[src/rtl/alu_exec_unit_if.sv]
// ============================================================================
// Module      : alu_exec_unit_if
// Description : Request/response handshake bundle for the ALU execute stage.
// Revision    : 1.0 - initial release
// ============================================================================
`default_nettype none

interface alu_exec_unit_if #(
    parameter int WIDTH = 32
);
    logic             valid_i;
    logic             ready_o;
    logic [1:0]       ALUOp_i;
    logic [9:0]       funct_i;
    logic [WIDTH-1:0] data1_i;
    logic [WIDTH-1:0] data2_i;
    logic             valid_o;
    logic             ready_i;
    logic [WIDTH-1:0] result_o;
    logic             zero_o;
    logic             illegal_o;
    logic             busy_o;

    // Producer/consumer side of the execute stage.
    modport master (
        output valid_i, ALUOp_i, funct_i, data1_i, data2_i, ready_i,
        input  ready_o, valid_o, result_o, zero_o, illegal_o, busy_o
    );

    // Execute stage itself.
    modport slave (
        input  valid_i, ALUOp_i, funct_i, data1_i, data2_i, ready_i,
        output ready_o, valid_o, result_o, zero_o, illegal_o, busy_o
    );
endinterface

`default_nettype wire

[src/rtl/alu_exec_unit.sv]
// ============================================================================
// Module      : alu_exec_unit
// Description : Execute stage: ALU-control decode, one-cycle logic/arith/shift
//               ops and an iterative shift-add multiplier behind valid/ready.
// Revision    : 1.0 - initial release
// ============================================================================
`default_nettype none

module alu_exec_unit #(
    parameter int WIDTH    = 32,
    parameter int MUL_STEP = 2
) (
    input  wire logic        clk_i,
    input  wire logic        rst_i,
    alu_exec_unit_if.slave   bus
);

    localparam int c_SHW   = $clog2(WIDTH);
    localparam int c_STEPS = WIDTH / MUL_STEP;
    localparam int c_CNT_W = $clog2(c_STEPS + 1);

    localparam logic [c_CNT_W-1:0] c_CNT_INIT = c_CNT_W'(c_STEPS);
    localparam logic [c_CNT_W-1:0] c_CNT_ONE  = c_CNT_W'(1);

    // {funct7, funct3} encodings recognised under ALUOp 10
    localparam logic [9:0] c_F_OR  = 10'b0000000_110;
    localparam logic [9:0] c_F_AND = 10'b0000000_111;
    localparam logic [9:0] c_F_ADD = 10'b0000000_000;
    localparam logic [9:0] c_F_SUB = 10'b0100000_000;
    localparam logic [9:0] c_F_MUL = 10'b0000001_000;
    localparam logic [9:0] c_F_XOR = 10'b0000000_100;
    localparam logic [9:0] c_F_SLL = 10'b0000000_001;
    localparam logic [9:0] c_F_SRA = 10'b0100000_101;

    typedef enum logic [1:0] {
        S_IDLE = 2'd0,
        S_MUL  = 2'd1,
        S_DONE = 2'd2
    } state_t;

    typedef enum logic [3:0] {
        OP_ADD = 4'd0,
        OP_SUB = 4'd1,
        OP_AND = 4'd2,
        OP_OR  = 4'd3,
        OP_XOR = 4'd4,
        OP_SLL = 4'd5,
        OP_SRA = 4'd6,
        OP_MUL = 4'd7,
        OP_ILL = 4'd8
    } op_t;

    state_t             r_state;
    logic [WIDTH-1:0]   r_acc;
    logic [WIDTH-1:0]   r_mcand;
    logic [WIDTH-1:0]   r_mplier;
    logic [c_CNT_W-1:0] r_cnt;
    logic [WIDTH-1:0]   r_result;
    logic               r_valid;
    logic               r_illegal;
    logic               r_busy;
    logic               r_ready;

    op_t                w_op;
    logic [c_SHW-1:0]   w_shamt;
    logic [WIDTH-1:0]   w_alu;
    logic [WIDTH-1:0]   w_partial;
    logic [WIDTH-1:0]   w_acc_next;
    logic               w_accept;

    assign w_accept = bus.valid_i && r_ready;

    always_comb begin
        w_op = OP_ILL;
        case (bus.ALUOp_i)
            2'b00: w_op = OP_ADD;
            2'b01: w_op = OP_SUB;
            2'b10: begin
                case (bus.funct_i)
                    c_F_OR:  w_op = OP_OR;
                    c_F_AND: w_op = OP_AND;
                    c_F_ADD: w_op = OP_ADD;
                    c_F_SUB: w_op = OP_SUB;
                    c_F_MUL: w_op = OP_MUL;
                    c_F_XOR: w_op = OP_XOR;
                    c_F_SLL: w_op = OP_SLL;
                    c_F_SRA: w_op = OP_SRA;
                    default: w_op = OP_ILL;
                endcase
            end
            default: w_op = OP_ILL;
        endcase
    end

    // Single-cycle datapath works straight off the request so the result
    // lands in r_result on the accept edge; illegal encodings yield zero.
    assign w_shamt = bus.data2_i[c_SHW-1:0];

    always_comb begin
        w_alu = '0;
        case (w_op)
            OP_ADD:  w_alu = bus.data1_i + bus.data2_i;
            OP_SUB:  w_alu = bus.data1_i - bus.data2_i;
            OP_AND:  w_alu = bus.data1_i & bus.data2_i;
            OP_OR:   w_alu = bus.data1_i | bus.data2_i;
            OP_XOR:  w_alu = bus.data1_i ^ bus.data2_i;
            OP_SLL:  w_alu = bus.data1_i << w_shamt;
            OP_SRA:  w_alu = WIDTH'($signed(bus.data1_i) >>> w_shamt);
            default: w_alu = '0;
        endcase
    end

    // Partial products of the low MUL_STEP multiplier bits; the multiplicand
    // register already carries the shift of all previously retired bits.
    always_comb begin
        w_partial = '0;
        for (int j = 0; j < MUL_STEP; j++) begin
            if (r_mplier[j]) begin
                w_partial = w_partial + (r_mcand << j);
            end
        end
    end

    assign w_acc_next = r_acc + w_partial;

    always_ff @(posedge clk_i) begin
        if (rst_i) begin
            r_state   <= S_IDLE;
            r_acc     <= '0;
            r_mcand   <= '0;
            r_mplier  <= '0;
            r_cnt     <= '0;
            r_result  <= '0;
            r_valid   <= 1'b0;
            r_illegal <= 1'b0;
            r_busy    <= 1'b0;
            r_ready   <= 1'b1;
        end else begin
            case (r_state)
                S_IDLE: begin
                    if (w_accept) begin
                        r_mcand  <= bus.data1_i;
                        r_mplier <= bus.data2_i;
                        r_busy   <= 1'b1;
                        r_ready  <= 1'b0;
                        if (w_op == OP_MUL) begin
                            r_state <= S_MUL;
                            r_acc   <= '0;
                            r_cnt   <= c_CNT_INIT;
                        end else begin
                            r_state   <= S_DONE;
                            r_result  <= w_alu;
                            r_illegal <= (w_op == OP_ILL);
                            r_valid   <= 1'b1;
                        end
                    end
                end

                S_MUL: begin
                    r_acc    <= w_acc_next;
                    r_mcand  <= r_mcand << MUL_STEP;
                    r_mplier <= r_mplier >> MUL_STEP;
                    r_cnt    <= r_cnt - c_CNT_ONE;
                    // Fixed latency: always run all WIDTH/MUL_STEP iterations.
                    if (r_cnt == c_CNT_ONE) begin
                        r_state   <= S_DONE;
                        r_result  <= w_acc_next;
                        r_illegal <= 1'b0;
                        r_valid   <= 1'b1;
                    end
                end

                S_DONE: begin
                    if (r_valid && bus.ready_i) begin
                        r_state <= S_IDLE;
                        r_valid <= 1'b0;
                        r_busy  <= 1'b0;
                        r_ready <= 1'b1;
                    end
                end

                default: begin
                    r_state <= S_IDLE;
                    r_valid <= 1'b0;
                    r_busy  <= 1'b0;
                    r_ready <= 1'b1;
                end
            endcase
        end
    end

    assign bus.ready_o   = r_ready;
    assign bus.valid_o   = r_valid;
    assign bus.result_o  = r_result;
    assign bus.zero_o    = (r_result == '0);
    assign bus.illegal_o = r_illegal;
    assign bus.busy_o    = r_busy;

endmodule

`default_nettype wire

[src/flat_wrapper.sv]
// flat-port wrapper written by rule: the top's interface ports become plain ports
module alu_exec_unit_flat 
#(
    parameter int WIDTH    = 32,
    parameter int MUL_STEP = 2
)
  (clk_i, rst_i, bus_valid_i, bus_ALUOp_i, bus_funct_i, bus_data1_i, bus_data2_i, bus_ready_i, bus_ready_o, bus_valid_o, bus_result_o, bus_zero_o, bus_illegal_o, bus_busy_o);
  alu_exec_unit_if #(.WIDTH(WIDTH)) bus_i ();
  input  wire logic clk_i;
  input  wire logic rst_i;
  input wire logic [$bits(bus_i.valid_i)-1:0] bus_valid_i;
  input wire logic [$bits(bus_i.ALUOp_i)-1:0] bus_ALUOp_i;
  input wire logic [$bits(bus_i.funct_i)-1:0] bus_funct_i;
  input wire logic [$bits(bus_i.data1_i)-1:0] bus_data1_i;
  input wire logic [$bits(bus_i.data2_i)-1:0] bus_data2_i;
  input wire logic [$bits(bus_i.ready_i)-1:0] bus_ready_i;
  output wire logic [$bits(bus_i.ready_o)-1:0] bus_ready_o;
  output wire logic [$bits(bus_i.valid_o)-1:0] bus_valid_o;
  output wire logic [$bits(bus_i.result_o)-1:0] bus_result_o;
  output wire logic [$bits(bus_i.zero_o)-1:0] bus_zero_o;
  output wire logic [$bits(bus_i.illegal_o)-1:0] bus_illegal_o;
  output wire logic [$bits(bus_i.busy_o)-1:0] bus_busy_o;
  assign bus_i.valid_i = bus_valid_i;
  assign bus_i.ALUOp_i = bus_ALUOp_i;
  assign bus_i.funct_i = bus_funct_i;
  assign bus_i.data1_i = bus_data1_i;
  assign bus_i.data2_i = bus_data2_i;
  assign bus_i.ready_i = bus_ready_i;
  assign bus_ready_o = bus_i.ready_o;
  assign bus_valid_o = bus_i.valid_o;
  assign bus_result_o = bus_i.result_o;
  assign bus_zero_o = bus_i.zero_o;
  assign bus_illegal_o = bus_i.illegal_o;
  assign bus_busy_o = bus_i.busy_o;
  alu_exec_unit #(.WIDTH(WIDTH), .MUL_STEP(MUL_STEP)) u_core (.clk_i(clk_i), .rst_i(rst_i), .bus(bus_i));
endmodule
[config.mk]
export PLATFORM = sky130hd
export DESIGN_NAME = alu_exec_unit_flat
export DESIGN_NICKNAME = d
export VERILOG_FILES = /design/src/rtl/alu_exec_unit_if.sv /design/src/rtl/alu_exec_unit.sv /design/src/flat_wrapper.sv
export SDC_FILE = /design/constraint.sdc
export NUM_CORES = 1
export LEC_CHECK = 0
export CORE_ASPECT_RATIO = 2
export CORE_MARGIN = 5
export CORE_UTILIZATION = 40
export DETAILED_ROUTE_END_ITERATION = 10
export HOLD_SLACK_MARGIN = 0.1
export PLACE_DENSITY = 0.6
export SETUP_SLACK_MARGIN = 0.02
export SLEW_MARGIN = 5
export SYNTH_ARGS = -nofsm -noshare
export SYNTH_HDL_FRONTEND = slang
export SYNTH_SLANG_ARGS = --single-unit
[constraint.sdc]
create_clock -name clk_i -period 16.9 [get_ports clk_i]
set_input_delay 5.07 -clock clk_i [delete_from_list [all_inputs] [get_ports clk_i]]
set_output_delay 5.07 -clock clk_i [all_outputs]
set_load 0.03 [all_outputs]
**After elaboration in Yosys (flattened, before gate mapping)**

Cells that the tools add are included.

- $add $sub $neg: 5
- Divide/modulo/power cells: 0
- Multiplexer cells: 38
- Shifts and indexed selects: 2
- Bitwise gates (word level): 4
- Reduce and logical (&&, ||, !) cells: 14
- Magnitude comparators: 0
- Multiply operators: 0
- Eq/ne operators: 25

Operators with widths:

| operator | number |
|---|---|
| 32-bit two-way mux | 9 |
| 32-bit one-hot mux with 2 select lines | 4 |
| 32-bit one-hot mux with 7 select lines | 1 |
| 32-bit adder | 3 |
| 32-bit AND | 1 |
| 32-bit logical NOT | 1 |
| 32-bit OR | 1 |
| 4-bit one-hot mux with 8 select lines | 1 |
| 32-bit by 5-bit << shifter with 32-bit output | 1 |
| 32-bit by 5-bit >>> shifter with 32-bit output | 1 |
| 32-bit subtractor | 1 |
| 32-bit bitwise XOR | 1 |
| 10-bit by 3-bit equality test with 1-bit output (second input constant) | 3 |
| 10-bit by 9-bit equality test with 1-bit output (second input constant) | 2 |
| 4-bit by 3-bit equality test with 1-bit output (second input constant) | 4 |
| 4-bit one-hot mux with 3 select lines | 1 |
| 10-bit by 1-bit equality test with 1-bit output (second input constant) | 1 |
| 10-bit by 4-bit equality test with 1-bit output (second input constant) | 1 |
| 10-bit logical NOT | 1 |
| 1-bit two-way mux | 10 |
| 5-bit two-way mux | 2 |
| 5-bit one-hot mux with 2 select lines | 1 |
| 1-bit one-hot mux with 3 select lines | 3 |
| 3-bit AND reduction | 3 |
| 19 further kinds | 31 |

- Flip-flop bits (word level): 139
- RAM bits: 0
- Memories kept: 0
- Memory bits (read-only): 0
- Logic and storage cells: 98
- Input port bits: 80
- Bits in latches: 0

**Depth between registers and ports, before layout**

Gate-level depths: netlist of the first run.

- Word-level depth: 8
- Mapped depth: 24
- Mapped depth without buffers: 23

**Worst setup path before layout of the first run**

No wires, ideal clock.

- Path kind: input -> register
- Start point: input port bus_funct_i[4]
- End point: register u_core.r_result[19] (netlist: u_core.bus.result_o[19])
- Setup time: 0.091 ns
- Path slack: 7.198 ns
- Arrival time: 9.611 ns
- Buffers on the path: 2
- Data required time: 16.809 ns
- Stages on the path: 19
- Cells stage by stage: or4_1 > or3_1 > a21oi_1 > clkbuf_8 > clkbuf_1 > nor2_1 > nor2_1 > nor2_1 > xnor2_1 > ha_1 > o21a_1 > o31a_1 > o41ai_1 > o311a_1 > a211oi_1 > o21ai_0 > or3b_2 > a21o_1 > a311oi_1

- Cells in the longest elaborated chain, start to end: 8

RTL lines:

| what | line | source |
|---|---|---|
| start, declared | flat_wrapper.sv:13 | `input wire logic [$bits(bus_i.funct_i)-1:0] bus_funct_i;` |
| 10-bit by 9-bit equality test with 1-bit output, or another cell as far along | alu_exec_unit.sv:79 | `case (bus.funct_i)` |
| 4-bit one-hot mux with 8 select lines * | alu_exec_unit.sv:79 |  |
| 4-bit one-hot mux with 3 select lines * | alu_exec_unit.sv:75 | `case (bus.ALUOp_i)` |
| 4-bit by 3-bit equality test with 1-bit output, or another cell as far along | alu_exec_unit.sv:101 | `case (w_op)` |
| 32-bit one-hot mux with 7 select lines | alu_exec_unit.sv:101 |  |
| 32-bit two-way mux | alu_exec_unit.sv:146 | `if (w_op == OP_MUL) begin` |
| 32-bit two-way mux | alu_exec_unit.sv:141 | `if (w_accept) begin` |
| 32-bit one-hot mux with 2 select lines | alu_exec_unit.sv:139 | `case (r_state)` |
| end signal, assigned | alu_exec_unit.sv:152 | `r_result <= w_alu;` |
| end signal, assigned | alu_exec_unit.sv:167 | `r_result <= w_acc_next;` |
| end, declared | alu_exec_unit.sv:58 | `logic [WIDTH-1:0] r_result;` |

Every way passes the cells marked *; elsewhere a longest branch is shown, timed or not. The select of a mux whose other input is x is not followed.
A chain may end at the register's enable or synchronous reset.

**Worst setup path in the final report of the first run**

- Start point: input port bus_funct_i[4]
- End point: register u_core.r_result[28] (netlist: u_core.bus.result_o[28])

The elaborated chain is that of the path after synthesis.

==> results_dict.tcl, run 1 <==
set metrics [dict create \
    via_count 18536 \
    start_util 0.4024 \
    synth_cells 2242 \
    outcome "finished, final reports clean" \
    core_mm2 0.04257 \
    yosysUniqueCellTypes 87 \
    end_kind "flip-flop" \
    portBuffers 116 \
    cts_hold_buf 0 \
    worstSetupStartpointType "input pin" \
    setup_ws_ns 6.216 \
    core.rowCount 107 \
    place_area_mm2 0.01873 \
    cts_resized 0 \
    cts_made_buffers 17 \
    gr-total-overflow 0 \
    io_pins 117 \
    yosysWarningCount 0 \
    switching_share 0.3790 \
    root_buffer "clkbuf_16" \
    wirelength_um 79280 \
    hold_start "u_core.r_acc[23]" \
    fin_nets 2522 \
    period_share 0.6322 \
    rsz0062_at_grt "false" \
    async_flop_share 0 \
    worstPathArrival_ns 11.04 \
    critPathRequiredTime_ns 17.25 \
    drv_slew 0 \
    grt_first_pass_wirelength_um 115700 \
    cts_setup_buffers 0 \
    r2r-start "u_core.r_mplier[0]" \
    layout_min_cycle_time_ns 10.68 \
    finalSetupTns_ns 0 \
    ys_seq_area_frac 0.1624 \
    syn_area_mm2 0.01713 \
    ant_nets 0 \
    antenna_found_initial 3 \
    htreeDepth 4 \
    grt_max_degree 106 \
    p_total_mw 1.309 \
    p_per_area_mw_per_mm2 67.51 \
    worst_pin_slew_ns 1.248 \
    hold_viol 0 \
    viasPerCell 6.529 \
    drive_gt1_frac 0.09254 \
    cp.buffers_inverters 2 \
    fp.dieH_um 302.7 \
    regToRegEndpoint "u_core.bus.result_o[31]" \
    worstRegToRegCells 24 \
    clock-sinks 139 \
    skew_ns 0.01675 \
    synth_seq_cells 139 \
    critPathKind "input pin to flip-flop" \
    worst-r2r-setup-slack_ns 9.93 \
    cp_slowest_cell "o21ai_2" \
    die_w_um 156.3 \
    cts_buffer_depth 2 \
    routabilityCongestion 1.048 \
    path_cells "clkdlybuf4s50_1 -> nor4_1 -> nand3_1 -> o21ai_2 -> o21ai_2 -> buf_4 -> o41ai_1 -> xnor2_1 -> ha_1 -> and3_1 -> a2111oi_0 -> or4_1 -> a21oi_1 -> or4_1 -> a31oi_1 -> nand4_1 -> and3_1 -> a211oi_1" \
    clkSlewWorstSetupHoldPaths_ns 0.06 \
    p_leak_nw 7.873 \
    wl_per_cell_um 27.93 \
    yosys-top-cells-area "dfxtp_1 16%, ha_1 12%, mux4_2 9.7%, nand2_1 5.8%, nor2_1 5.7%" \
    holdPathStages 2 \
    internal_power_mw 0.8128 \
    seqPwrFrac 0.292 \
    netlist.area_leader.share 0.1624 \
    p_comb_frac 0.384 \
    max-slew-margin-rel 0.1615 \
    dpl.hpwl_um 62000 \
    fp.dieArea_mm2 0.04732 \
    synth_flop_cell "dfxtp_1" \
    slowest_delay_ns 0.84 \
    setup_viol_count_final 0 \
    grt_usage 0.3274 \
    maxCapViolCount 0 \
    path_max_fanout 26 \
    insertion_delay_ns 0.45 \
    cp-startpoint "bus_funct_i[4]" \
    netSwitchingPower_mw 0.4960 \
    syn_area_per_cell_um2 7.642 \
    clkPwrFrac 0.324 \
    pre_cts_ws_ns 5.829 \
    grt_pass1_vias 18074 \
    drc 0 \
    dr.pass1.iters 7 \
    drtIter0Drc 1468 \
    min_path_type "flip-flop to flip-flop" \
    area_delta_synth_final_pct 13.16 \
    synth-edff-count 0 \
    cpLargestDelayFamily "simple AND/OR/NAND/NOR gates" \
    synth_area_leader_cell "dfxtp_1" \
    fin_area_mm2 0.01939 \
    peakVddDrop_uv 54.85 \
    synth_nets 2485 \
    min_to "u_core.r_acc[23]" \
    fmax_mhz 93.60 \
    cts_tree "yes" \
]
[sequential cells by signal, summed over array words and instances (netlist names)]
name / cells
u_core.bus.result_o: 32
u_core.r_acc: 32
u_core.r_mcand: 32
u_core.r_mplier: 32
u_core.r_cnt: 5
u_core.r_state: 2
u_core.bus.busy_o: 1
u_core.bus.illegal_o: 1
u_core.bus.ready_o: 1
u_core.bus.valid_o: 1
[synth_stat cells (5+ instances only)]
library cell / n
nand4_1: 11
xor2_1: 18
a221oi_1: 10
o21a_1: 28
or3_1: 16
xnor2_1: 65
o31ai_1: 14
or4_1: 7
inv_1: 104
buf_1: 13
o22ai_1: 23
o21bai_1: 15
or2_2: 8
a21boi_0: 6
a211oi_1: 34
nand2_1: 265
nand3b_1: 7
a22oi_1: 36
nor2b_1: 11
a21o_1: 52
nor3_1: 56
dfxtp_1: 139
o41ai_1: 8
nand3_1: 41
o2111ai_1: 9
mux2i_1: 24
mux2_2: 23
o211ai_1: 26
nor2_1: 262
a311oi_1: 74
a21oi_1: 160
ha_1: 160
and2_1: 38
mux4_2: 74
nor4_1: 20
o21ai_0: 97
a211o_1: 8
a31o_2: 5
and3_1: 18
nand2b_1: 12
clkbuf_1: 117
a31oi_1: 23
[power by group through the flow]
stage                     clock (mW)  sequential [mW]  combinational, mW
final                          0.424            0.383              0.503
after global routing           0.443            0.385              0.538
after CTS                      0.431            0.382              0.495
after detailed placement           0            0.389              0.493
after global placement             0            0.389              0.487
after floorplan                    0            0.392              0.303
[worst register-to-register path, stage by stage (launching register included)]
cell and delay (ns):
dfxtp_1 0.35, buf_4 0.25, nand2_1 0.16, inv_1 0.05, ha_1 0.21, fa_1 0.46, a211oi_1 0.26, o21ai_0 0.15
buf_4 0.19, o311ai_0 0.62, a21boi_0 0.36, o21ai_0 0.28, a21boi_0 0.19, o211ai_1 0.27, a2111o_1 0.19, nand3_1 0.19
ha_1 0.45, o21a_1 0.22, o21a_1 0.17, a221oi_1 0.54, nor4_1 0.13, a311oi_1 0.30, a31oi_1 0.13, a31oi_1 0.52
a31oi_1 0.16
[layout make-up]
cell class / instances / area [um^2]
diodes: 3 / 7.507
clock buffers: 18 / 439.2
clock inverters: 13 / 212.7
fillers: 4347 / 23190
inverters: 105 / 394.1
multi-input cells: 1861 / 13440
flip-flops and latches: 139 / 2783
well taps: 545 / 681.9
repair buffers: 155 / 1429
[worst max path at each step]
stage | to | depth (start not counted)
2_1_floorplan | u_core.bus.result_o[19] | 19
3_3_place_gp | u_core.bus.result_o[28] | 18
3_5_place_dp | u_core.bus.result_o[28] | 18
4_1_cts | u_core.bus.result_o[28] | 18
5_1_grt | u_core.bus.result_o[28] | 18
6_report | u_core.bus.result_o[28] | 18
[through the flow]
stage | utilization | cells | hold WS (ns)
floorplan | - | 2242 | 0.4406
global placement | 0.4399 | 2805 | 0.4478
detailed placement | 0.4399 | 2805 | 0.4531
CTS | 0.4552 | 2836 | 0.4636
global route | 0.4553 | 2838 | 0.4779
finish | 0.4554 | 2839 | 0.4592
[cells by family after synthesis]
family / after synthesis / share of synthesized area
AOI/OAI and AO/OA: 688 / 0.2759
muxes: 121 / 0.1264
and+or+nand+nor: 806 / 0.2165
DFF: 139 / 0.1624
adders and majority gates: 163 / 0.1204
buffers and inverters: 242 / 0.05594
xor gates and xnor gates: 83 / 0.04243
[placed cells by master (no fill, tap or decap), types with 17 or more instances in the layout]
cell and instances:
nand2_1 265, nor2_1 261, ha_1 160, a21oi_1 158, dfxtp_1 139, clkdlybuf4s50_1 110
inv_1 103, o21ai_0 97, mux4_2 74, a311oi_1 74, xnor2_1 65, nor3_1 56
a21o_1 52, nand3_1 41, buf_4 41, and2_1 38, a22oi_1 36, a211oi_1 34
o21a_1 28, o211ai_1 26, mux2i_1 24, a31oi_1 23, mux2_2 23, o22ai_1 23
nor4_1 19, and3_1 18, xor2_1 18, clkbuf_16 17
[per-layer routing]
metal | vias to the layer above | track usage | wire length (um)
met5 | - | 0 | 0
met4 | 0 | 0.2813 | 8292
met3 | 273 | 0.03511 | 4269
met2 | 834 | 0.5808 | 40020
met1 | 8951 | 0.3368 | 26700
li1 | 8478 | - | -
(Power assumes the default switching activity.)
==> run 2: changes to the inputs <==
==> constraint.sdc (replaced) <==
create_clock -name clk_i -period 10.71 [get_ports clk_i]
set_input_delay 3.213 -clock clk_i [delete_from_list [all_inputs] [get_ports clk_i]]
set_output_delay 3.213 -clock clk_i [all_outputs]
set_load 0.03 [all_outputs]
==> run 2 against run 1 <==
Combinational power increased by 58%. First-iteration DRC count increased by 14%. Largest power group unchanged. Non-clock buffer count increased by 8. Cell count increased by 0.21%. Via count about the same. Core utilization about the same. Sequential share of layout area about the same. Clock-buffer cell count unchanged. Sequential power increased by 57%. Critical path type unchanged. Register-to-register slack got worse by 6.0 ns.
==> results_dict.tcl, run 2 (synthesis gave the netlist of run 1 again) <==
set metrics [dict create \
    period_share 0.8220 \
    insertion_delay_ns 0.45 \
    fillers 4363 \
    grt_max_degree 101 \
    worstSetupStartpointType "input pin" \
    path_cells "clkdlybuf4s50_1 -> nor4_1 -> nand3_1 -> o21a_1 -> nor2_1 -> nor2_1 -> xnor2_1 -> ha_1 -> o21a_1 -> o31a_1 -> o41ai_1 -> buf_4 -> o311a_1 -> a211oi_1 -> a21oi_1 -> a2111o_1 -> o21a_1 -> a31oi_1" \
    dr.pass1.iters 5 \
    grt_first_pass_wirelength_um 115400 \
    setup_ws_ns 1.906 \
    fin_area_mm2 0.01939 \
    gr-total-overflow 0 \
    place_area_mm2 0.01879 \
    switching_share 0.3974 \
    route.met2.wl_um 39700 \
    drive_gt1_frac 0.09609 \
    clkSlewWorstSetupHoldPaths_ns 0.07 \
    finalSetupTns_ns 0 \
    ant_nets 0 \
    netSwitchingPower_mw 0.8037 \
    n_antenna_cell 0 \
    cts_resized 0 \
    hold_viol 0 \
    wl_per_cell_um 27.98 \
    dpl.hpwl_um 61890 \
    routabilityCongestion 1.035 \
    htreeDepth 4 \
    min_path_type "flip-flop to flip-flop" \
    crit_top_cell "o21a_1" \
    pre_cts_ws_ns 1.600 \
    layout_min_cycle_time_ns 8.804 \
    p_leak_nw 7.883 \
    drv_slew 0 \
    critPathRequiredTime_ns 11.07 \
    fin_util 0.4554 \
    worst-r2r-setup-slack_ns 3.89 \
    seqPwrFrac 0.298 \
    holdPathStages 2 \
    core_mm2 0.04257 \
    end_kind "flip-flop" \
    io_pins 117 \
    p_per_area_mw_per_mm2 104.3 \
    clkPwrFrac 0.308 \
    cts_made_buffers 17 \
    root_buffer "clkbuf_16" \
    drc 0 \
    worst_pin_slew_ns 1.173 \
    fin_nets 2530 \
    drtIter0Drc 1672 \
    antenna_found_initial 0 \
    critPathKind "input pin to flip-flop" \
    setup_viol_count_final 0 \
    internal_power_mw 1.219 \
    start_util 0.4024 \
    rsz0062_at_grt "false" \
    area_delta_synth_final_pct 13.17 \
    max-slew-margin-rel 0.2154 \
    fp.dieH_um 302.7 \
    grt_usage 0.3272 \
    slowest_delay_ns 0.71 \
    cts_tree "yes" \
    outcome "finished, final reports clean" \
    fmax_mhz 113.6 \
    peakVddDrop_uv 85.96 \
    top_layer "met4" \
    mostFrequentLayoutCell "nand2_1" \
    path_max_fanout 14 \
    met1_length_um 27350 \
    layout_common_cells "265 x nand2_1, 261 x nor2_1, 160 x ha_1, 158 x a21oi_1, 139 x dfxtp_1" \
    hold_start "u_core.r_acc[19]" \
    cts_hold_buf 0 \
    r2r-start "u_core.r_mplier[0]" \
    worstRegToRegCells 22 \
    min_to "u_core.r_acc[19]" \
    die_w_um 156.3 \
    cp.buffers_inverters 2 \
    portBuffers 116 \
    skew_ns 0.01567 \
    wl_met3_um 4227 \
    core.rowCount 107 \
    cpLargestDelayFamily "compound AO/OA/AOI/OAI gates" \
    cts_buffer_depth 2 \
    clock-sinks 139 \
    grt_pass1_vias 17909 \
    regToRegEndpoint "u_core.bus.result_o[31]" \
    worstPathArrival_ns 9.17 \
    via_count 18523 \
    viasPerCell 6.511 \
    p_comb_frac 0.394 \
    cts_setup_buffers 0 \
    wirelength_um 79620 \
    maxCapViolCount 0 \
    fp.dieArea_mm2 0.04732 \
    cp_slowest_cell "nor2_1" \
]
-- run 2: changes by cell type in the layout (fill, tap and decap cells not counted), sizes merged --
| cell | delta |
|---|---|
| diode | -3 |
| clkinv | +2 |
| inv | +1 |
| bufinv | -3 |
| clkinvlp | +1 |
| buf | +8 |
-- run 2: power by group through the flow --
stage,clock network [mW],registers [mW],logic (mW)
2_1_floorplan,0,0.619,0.478
3_3_place_gp,0,0.613,0.770
3_5_place_dp,0,0.613,0.779
4_1_cts,0.630,0.602,0.784
5_1_grt,0.653,0.607,0.847
6_report,0.622,0.603,0.797
-- run 2: metal layers --
layer | vias to the layer above | global-route usage
li1 | 8478 | -
met1 | 8953 | 0.3417
met2 | 808 | 0.5734
met3 | 284 | 0.03911
met4 | 0 | 0.2774
met5 | - | 0
-- run 2: final cells by class --
cell class / count / area (um^2) / share of cell area
Multi-Input combinational cell: 1861 / 13440 / 0.6932
Sequential cell: 139 / 2783 / 0.1435
Timing Repair Buffer: 163 / 1489 / 0.07679
Tap cell: 545 / 681.9 / 0.03517
Clock buffer: 18 / 439.2 / 0.02265
Inverter: 105 / 394.1 / 0.02033
Clock inverter: 14 / 162.7 / 0.008389
-- run 2: stage by stage --
| stage | cells | total power [mW] | hold slack [ns] |
|---|---|---|---|
| floorplan | 2242 | 1.097 | 0.4406 |
| global placement | 2813 | 1.383 | 0.4479 |
| detailed placement | 2813 | 1.393 | 0.4530 |
| CTS | 2845 | 2.015 | 0.4638 |
| global route | 2845 | 2.107 | 0.4754 |
| finish | 2845 | 2.022 | 0.4629 |
-- run 2: worst register-to-register path, stage by stage, from the launching register on --
cell and delay (ns):
dfxtp_1 0.33, buf_4 0.25, nand2_1 0.17, inv_1 0.05
ha_1 0.21, fa_1 0.46, a211oi_1 0.26, o21ai_0 0.15
buf_4 0.20, o311ai_0 0.57, a21oi_1 0.17, o21ai_0 0.24
a21oi_1 0.12, o21a_1 0.19, o311ai_0 0.97, ha_1 0.48
a21o_1 0.19, a21oi_1 0.43, mux2i_1 0.14, a311oi_1 0.33
a31oi_1 0.13, a31oi_1 0.48, a31oi_1 0.14
-- run 2: how the worst max path moves through the flow --
| stage | depth (start not counted) | endpoint | startpoint | slack, ns |
|---|---|---|---|---|
| finish | 18 | u_core.bus.result_o[31] | bus_funct_i[4] | 1.91 |
| CTS | 18 | u_core.bus.result_o[31] | bus_funct_i[4] | 2.06 |
| global placement | 17 | u_core.bus.result_o[28] | bus_funct_i[4] | 1.67 |
| detailed placement | 17 | u_core.bus.result_o[28] | bus_funct_i[4] | 1.60 |
| floorplan | 19 | u_core.bus.result_o[19] | bus_funct_i[4] | 2.86 |
| global route | 17 | u_core.bus.result_o[28] | bus_funct_i[4] | 1.56 |
